### src/rtl/datapath_regs.sv
// datapath_regs: processor datapath register file with a shared 16-bit bus.
//   clk, rst_n                   : clock, async active-low reset
//   write_en/inc_en/clr_en[15:0] : per-target load / increment / clear strobes
//   read_en[3:0]                 : bus source select code
//   alu_out, dm_rdata, im_rdata  : datapath sources
//   bus                          : combinational shared bus
//   pc, ar, ir, ac, r, r1..r4    : register contents
//   z                            : 16'd1 when ac == 0
//   dm_we, dm_addr, dm_wdata     : data-memory write port (combinational)
//   im_addr                      : instruction-memory address (combinational)
// Optional feature: define DATAPATH_R5_EN to implement register R5.
module datapath_regs (
  input  logic        clk,
  input  logic        rst_n,
  input  logic [15:0] write_en,
  input  logic [15:0] inc_en,
  input  logic [15:0] clr_en,
  input  logic [3:0]  read_en,
  input  logic [15:0] alu_out,
  input  logic [15:0] dm_rdata,
  input  logic [15:0] im_rdata,
  output logic [15:0] bus,
  output logic [15:0] pc,
  output logic [15:0] ar,
  output logic [15:0] ir,
  output logic [15:0] ac,
  output logic [15:0] r,
  output logic [15:0] r1,
  output logic [15:0] r2,
  output logic [15:0] r3,
  output logic [15:0] r4,
  output logic [15:0] z,
  output logic        dm_we,
  output logic [15:0] dm_addr,
  output logic [15:0] dm_wdata,
  output logic [15:0] im_addr
);

  localparam int unsigned W      = 16;
  localparam int unsigned B_PC   = 1;
  localparam int unsigned B_AR   = 2;
  localparam int unsigned B_IR   = 3;
  localparam int unsigned B_AC   = 4;
  localparam int unsigned B_R    = 5;
  localparam int unsigned B_R5   = 6;
  localparam int unsigned B_R4   = 7;
  localparam int unsigned B_R3   = 8;
  localparam int unsigned B_R2   = 9;
  localparam int unsigned B_R1   = 10;
  localparam int unsigned B_DM   = 11;
  localparam int unsigned B_ALU  = 12;

  logic [W-1:0] dr;
  logic [W-1:0] pc_d, ar_d, ir_d, ac_d, r_d, r1_d, r2_d, r3_d, r4_d, dr_d;
  logic [W-1:0] r5;

  // Shared per-register update rule: clear > write > increment > hold.
  function automatic logic [W-1:0] upd(input logic [W-1:0] cur, input logic [W-1:0] d,
                                       input logic c, input logic w, input logic i);
    if (c)      return '0;
    else if (w) return d;
    else if (i) return cur + W'(1);
    else        return cur;
  endfunction

  // Bus source mux; sources are the pre-edge register values.
  always_comb begin
    bus = '0;
    case (read_en)
      4'd1:    bus = pc;
      4'd2:    bus = ar;
      4'd3:    bus = dr;
      4'd4:    bus = ir;
      4'd5:    bus = ac;
      4'd6:    bus = r;
      4'd7:    bus = r1;
      4'd8:    bus = r2;
      4'd9:    bus = r3;
      4'd10:   bus = r4;
      4'd11:   bus = r5;
      4'd12:   bus = dm_rdata;
      4'd13:   bus = im_rdata;
      default: bus = '0;
    endcase
  end

  // Next-state for every register.
  always_comb begin
    pc_d = upd(pc, bus, clr_en[B_PC], write_en[B_PC], inc_en[B_PC]);
    ar_d = upd(ar, bus, clr_en[B_AR], write_en[B_AR], inc_en[B_AR]);
    ir_d = upd(ir, bus, clr_en[B_IR], write_en[B_IR], inc_en[B_IR]);
    r_d  = upd(r,  bus, clr_en[B_R],  write_en[B_R],  inc_en[B_R]);
    r1_d = upd(r1, bus, clr_en[B_R1], write_en[B_R1], inc_en[B_R1]);
    r2_d = upd(r2, bus, clr_en[B_R2], write_en[B_R2], inc_en[B_R2]);
    r3_d = upd(r3, bus, clr_en[B_R3], write_en[B_R3], inc_en[B_R3]);
    r4_d = upd(r4, bus, clr_en[B_R4], write_en[B_R4], inc_en[B_R4]);
    // ALU load outranks a bus load when both AC write strobes are set.
    ac_d = upd(ac, write_en[B_ALU] ? alu_out : bus, clr_en[B_AC],
               write_en[B_ALU] | write_en[B_AC], inc_en[B_AC]);
    dr_d = (read_en == 4'd12) ? dm_rdata : dr;
  end

  always_ff @(posedge clk or negedge rst_n) begin
    if (!rst_n) begin
      pc <= '0; ar <= '0; ir <= '0; ac <= '0; r <= '0;
      r1 <= '0; r2 <= '0; r3 <= '0; r4 <= '0; dr <= '0;
    end else begin
      pc <= pc_d; ar <= ar_d; ir <= ir_d; ac <= ac_d; r <= r_d;
      r1 <= r1_d; r2 <= r2_d; r3 <= r3_d; r4 <= r4_d; dr <= dr_d;
    end
  end

`ifdef DATAPATH_R5_EN
  logic [W-1:0] r5_d;

  always_comb begin
    r5_d = upd(r5, bus, clr_en[B_R5], write_en[B_R5], inc_en[B_R5]);
  end

  always_ff @(posedge clk or negedge rst_n) begin
    if (!rst_n) r5 <= '0;
    else        r5 <= r5_d;
  end

  logic unused_strobes;
  assign unused_strobes = ^{write_en[15:13], write_en[0], inc_en[15:11], inc_en[0],
                            clr_en[15:11], clr_en[0]};
`else
  // R5 absent: read code 11 yields zero and its strobes are ignored.
  assign r5 = '0;

  logic unused_strobes;
  assign unused_strobes = ^{write_en[15:13], write_en[0], inc_en[15:11], inc_en[0],
                            clr_en[15:11], clr_en[0], write_en[B_R5], inc_en[B_R5],
                            clr_en[B_R5]};
`endif

  assign z        = (ac == '0) ? W'(1) : '0;
  assign dm_we    = write_en[B_DM];
  assign dm_wdata = bus;
  assign dm_addr  = ar;
  assign im_addr  = pc;

endmodule

### config.mk
export PLATFORM = sky130hd
export DESIGN_NAME = datapath_regs
export DESIGN_NICKNAME = d
export VERILOG_FILES = /design/src/rtl/datapath_regs.sv
export SDC_FILE = /design/constraint.sdc
export NUM_CORES = 1
export LEC_CHECK = 0
export BUFFER_PORTS_ARGS = -buffer_cell sky130_fd_sc_hd__clkbuf_2
export CAP_MARGIN = 40
export CORE_MARGIN = 10
export CORE_UTILIZATION = 48
export CTS_CLUSTER_DIAMETER = 50
export DETAILED_ROUTE_END_ITERATION = 12
export HOLD_SLACK_MARGIN = 0.06
export PLACE_DENSITY = 0.77
export SLEW_MARGIN = 20
export SYNTH_ARGS = -nofsm -noshare
export SYNTH_HDL_FRONTEND = slang
export SYNTH_SLANG_ARGS = --single-unit
### constraint.sdc
create_clock -name clk -period 2.43 [get_ports clk]
set_input_delay 0.486 -clock clk [delete_from_list [all_inputs] [get_ports clk]]
set_output_delay 0.486 -clock clk [all_outputs]
set_load 0.005 [all_outputs]
==> flow_metrics.tcl <==
set metrics [dict create \
    status "complete, but fails checks" \
    violations "negative setup slack" \
    final_util_pct 66.4 \
    dp.cells 1920 \
    grt_max_degree 59 \
    setup_viol 28 \
    post-route-period-util_pct 109 \
    drive_above_1_share_pct 41.7 \
    crit_fanout 8 \
    fin_cells 1996 \
    ant_nets 0 \
    num_io_pins 327 \
    port_buffers 290 \
    slew_viol_final 0 \
    first_pass_iters 5 \
    post-place-ws_ns -0.350 \
    routed_wl_um 51300 \
    clk_pin_slew_ns 0.07 \
    max-cap-violations 0 \
    overflow 0 \
    synth_top_cell_by_area "dfrtp_1" \
    gp_congestion 0.989 \
    clock-sinks 160 \
    layout_common_cells "clkbuf_2 (279), buf_4 (161), dfrtp_1 (152)" \
    rrSetupSlack_ns 0.13 \
    grtUsageMet2_pct 48.5 \
    ys_types 78 \
    skew_ns 0.0154 \
    synthArstFlopShare_pct 100 \
    area_delta_synth_final_pct 35.2 \
    synth_area_leaders "dfrtp_1 (35%), xor2_1 (5.3%), a211oi_1 (5.3%)" \
    fin_nets 1775 \
    critPathRequiredTime_ns 1.94 \
    max_freq_mhz 378 \
    insertion_delay_ns 0.45 \
    rows 56 \
    max-vdd-ir-drop_v 0.000427 \
    crit_type "input port to output port" \
    power.total_mw 8.31 \
    cp_common_cell "buf_6" \
    power_density_nw_per_um2 532 \
    cp_data_arrival_time_ns 2.16 \
    clockBufferDepth 2 \
    wl_per_cell_um 25.7 \
    r2r_end "ac[4]" \
    met1_usage_pct 41.5 \
    synthFlopType "dfrtp_1" \
    reg2reg_from "ac[4]" \
    met3_usage_pct 9.05 \
    seq_area_frac_synth_pct 34.7 \
    grt_pass1_vias 12100 \
    cp.buffers_inverters 6 \
    start_kind "input port" \
    grt_pass1_wl_um 75800 \
    fin_crit_ns 2.64 \
    synth.avg_cell_area_um2 8.95 \
    cts_tree "yes" \
    busiest_layer "met2" \
    viasPerCell 6.30 \
    coreArea_um2 23500 \
    slew_headroom_pct 59.4 \
    root_buffer "clkbuf_16" \
    dieArea_um2 30700 \
    yosysTopAreaCellShare_pct 34.7 \
    die-height_um 175 \
    yosys_warnings 0 \
    dieWidth_um 175 \
    p_leak_nw 7.08 \
    drc 0 \
    synth_edf_count 0 \
    grt_util_all_layers_pct 31.9 \
    holdWs_ns 0.288 \
    crit_path_end "bus[10]" \
    final_hold_viol_count 0 \
    hp-class "input port to flop" \
    worst_pin_slew_ns 0.610 \
    drt_iter0_drc 1714 \
    initial_core_util_pct 49.1 \
    final_common_cell "clkbuf_2" \
    path_cells "clkbuf_16, buf_12, and2_4, buf_6, a22oi_2, o22ai_2, nor3_2, buf_4, inv_2, buf_6" \
    cts_buffers 17 \
    critPathMaxStageDelay_ns 0.32 \
    reg2reg_depth 12 \
    crit_family "buffers and inverters" \
    setup_slack_ns -0.213 \
    rsz0062_at_grt "true" \
    nFillCells 1942 \
    ys_ff_latch 160 \
    h-tree-depth 4 \
    vias 12600 \
    antenna_found_initial 1 \
    path_depth 10 \
    synth_area_um2 11600 \
    post-dp-hpwl_um 38200 \
    endpoint_kind "output port" \
    crit_path_start "read_en[2]" \
    synthCells 1290 \
    slowest_stage "nor3_2" \
]
==> kinds of logic after synthesis <==
group / count (synthesis) / share of synthesized area, %
adder cells (fa/ha/maj): 10 / 1.08
flip-flops: 160 / 34.7
AND/OR/NAND/NOR: 449 / 20.8
multiplexers: 42 / 4.27
buffers and inverters: 189 / 9.30
other: 1 / 0.0325
XOR/XNOR: 121 / 9.17
AO/OA/AOI/OAI: 318 / 20.7
==> timing repair <==
item	CTS	global route
gates cloned	3	1
pin swaps	39	38
setup buffers	23	19
setup endpoints to repair	33	34
gates resized for setup	116	74
hold endpoints to repair	2	0
hold buffers	1	0
==> cell usage after synthesis, types with 5 or more instances <==
cell      count
a32oi_1      10
dfrtp_1     160
nor2b_1      17
nand2b_1     10
nand2_1      67
mux2_2       34
o22ai_1      31
nor4_1       24
o21ai_0      31
clkbuf_1     44
buf_4        69
a211oi_2      9
xnor2_1      51
and4_1        7
buf_6         9
nand4_1      41
and2_1        5
a221oi_1     11
mux2i_1       5
o221ai_1      8
a22oi_1      24
ha_1         10
nor3_1       34
a211oi_1     81
xor2_1       70
and3_1       15
a21oi_1      47
nand3b_1     26
buf_1         5
inv_1        38
nor2_1      111
or2_2        10
nand3_1      49
a22o_1       22
buf_2        21
==> flip-flops by register name (all words and copies together) (netlist names) <==
register / flops
ar: 16
r4: 16
ac: 16
r1: 16
im_addr: 16
r2: 16
r3: 16
ir: 16
r: 16
dr: 16
==> layer usage <==
layer | up-vias | wire [um] | part of all wire, %
met5 | - | 0 | 0
met1 | 6148 | 20500 | 40
li1 | 5433 | - | -
met2 | 841 | 22600 | 44
met4 | 0 | 2350 | 4.6
met3 | 159 | 5870 | 11
==> metrics by stage <==
stage / setup TNS, ns / area [um^2]
after global routing: -3.79 / 15600
final: -3.01 / 15600
after floorplan: -0.0136 / 11600
after CTS: -3.05 / 15100
after global placement: -13.76 / 13900
after detailed placement: -16.42 / 13900
==> worst reg2reg max path, stage by stage (launching register included) <==
cell and delay [ns]:
dfrtp_1 0.44, mux2_4 0.29, a32o_2 0.29, a31oi_4 0.15, buf_4 0.14, buf_4 0.10, buf_4 0.09, buf_4 0.09
buf_4 0.10, buf_4 0.09, buf_4 0.08, and4_1 0.25, o21ai_1 0.07
==> final cells by class <==
cell class	instances	area (um^2)	area share [%]
Multi-Input combinational cell	955	7070	45.3
Sequential cell	160	4010	25.7
Timing Repair Buffer	490	3390	21.7
Clock buffer	22	464	2.97
Tap cell	319	399	2.56
Inverter	39	154	0.985
Clock inverter	10	125	0.801
Antenna cell	1	2.50	0.0160
==> where the power goes <==
group | switching (mW) | internal [mW]
Clock | 1.18 | 1.58
Combinational | 1.26 | 1.03
Sequential | 0.373 | 2.89
==> worst min-delay path by stage <==
stage	depth (start not counted)	start	to
6_report	2	clr_en[4]	ac[6]
5_1_grt	2	clr_en[4]	ac[6]
4_1_cts	2	clr_en[4]	ac[6]
3_5_place_dp	1	dr[2]	dr[2]
3_3_place_gp	1	dr[4]	dr[4]
2_1_floorplan	0	rst_n	ac[0]
Power figures use the tool's default switching activity.
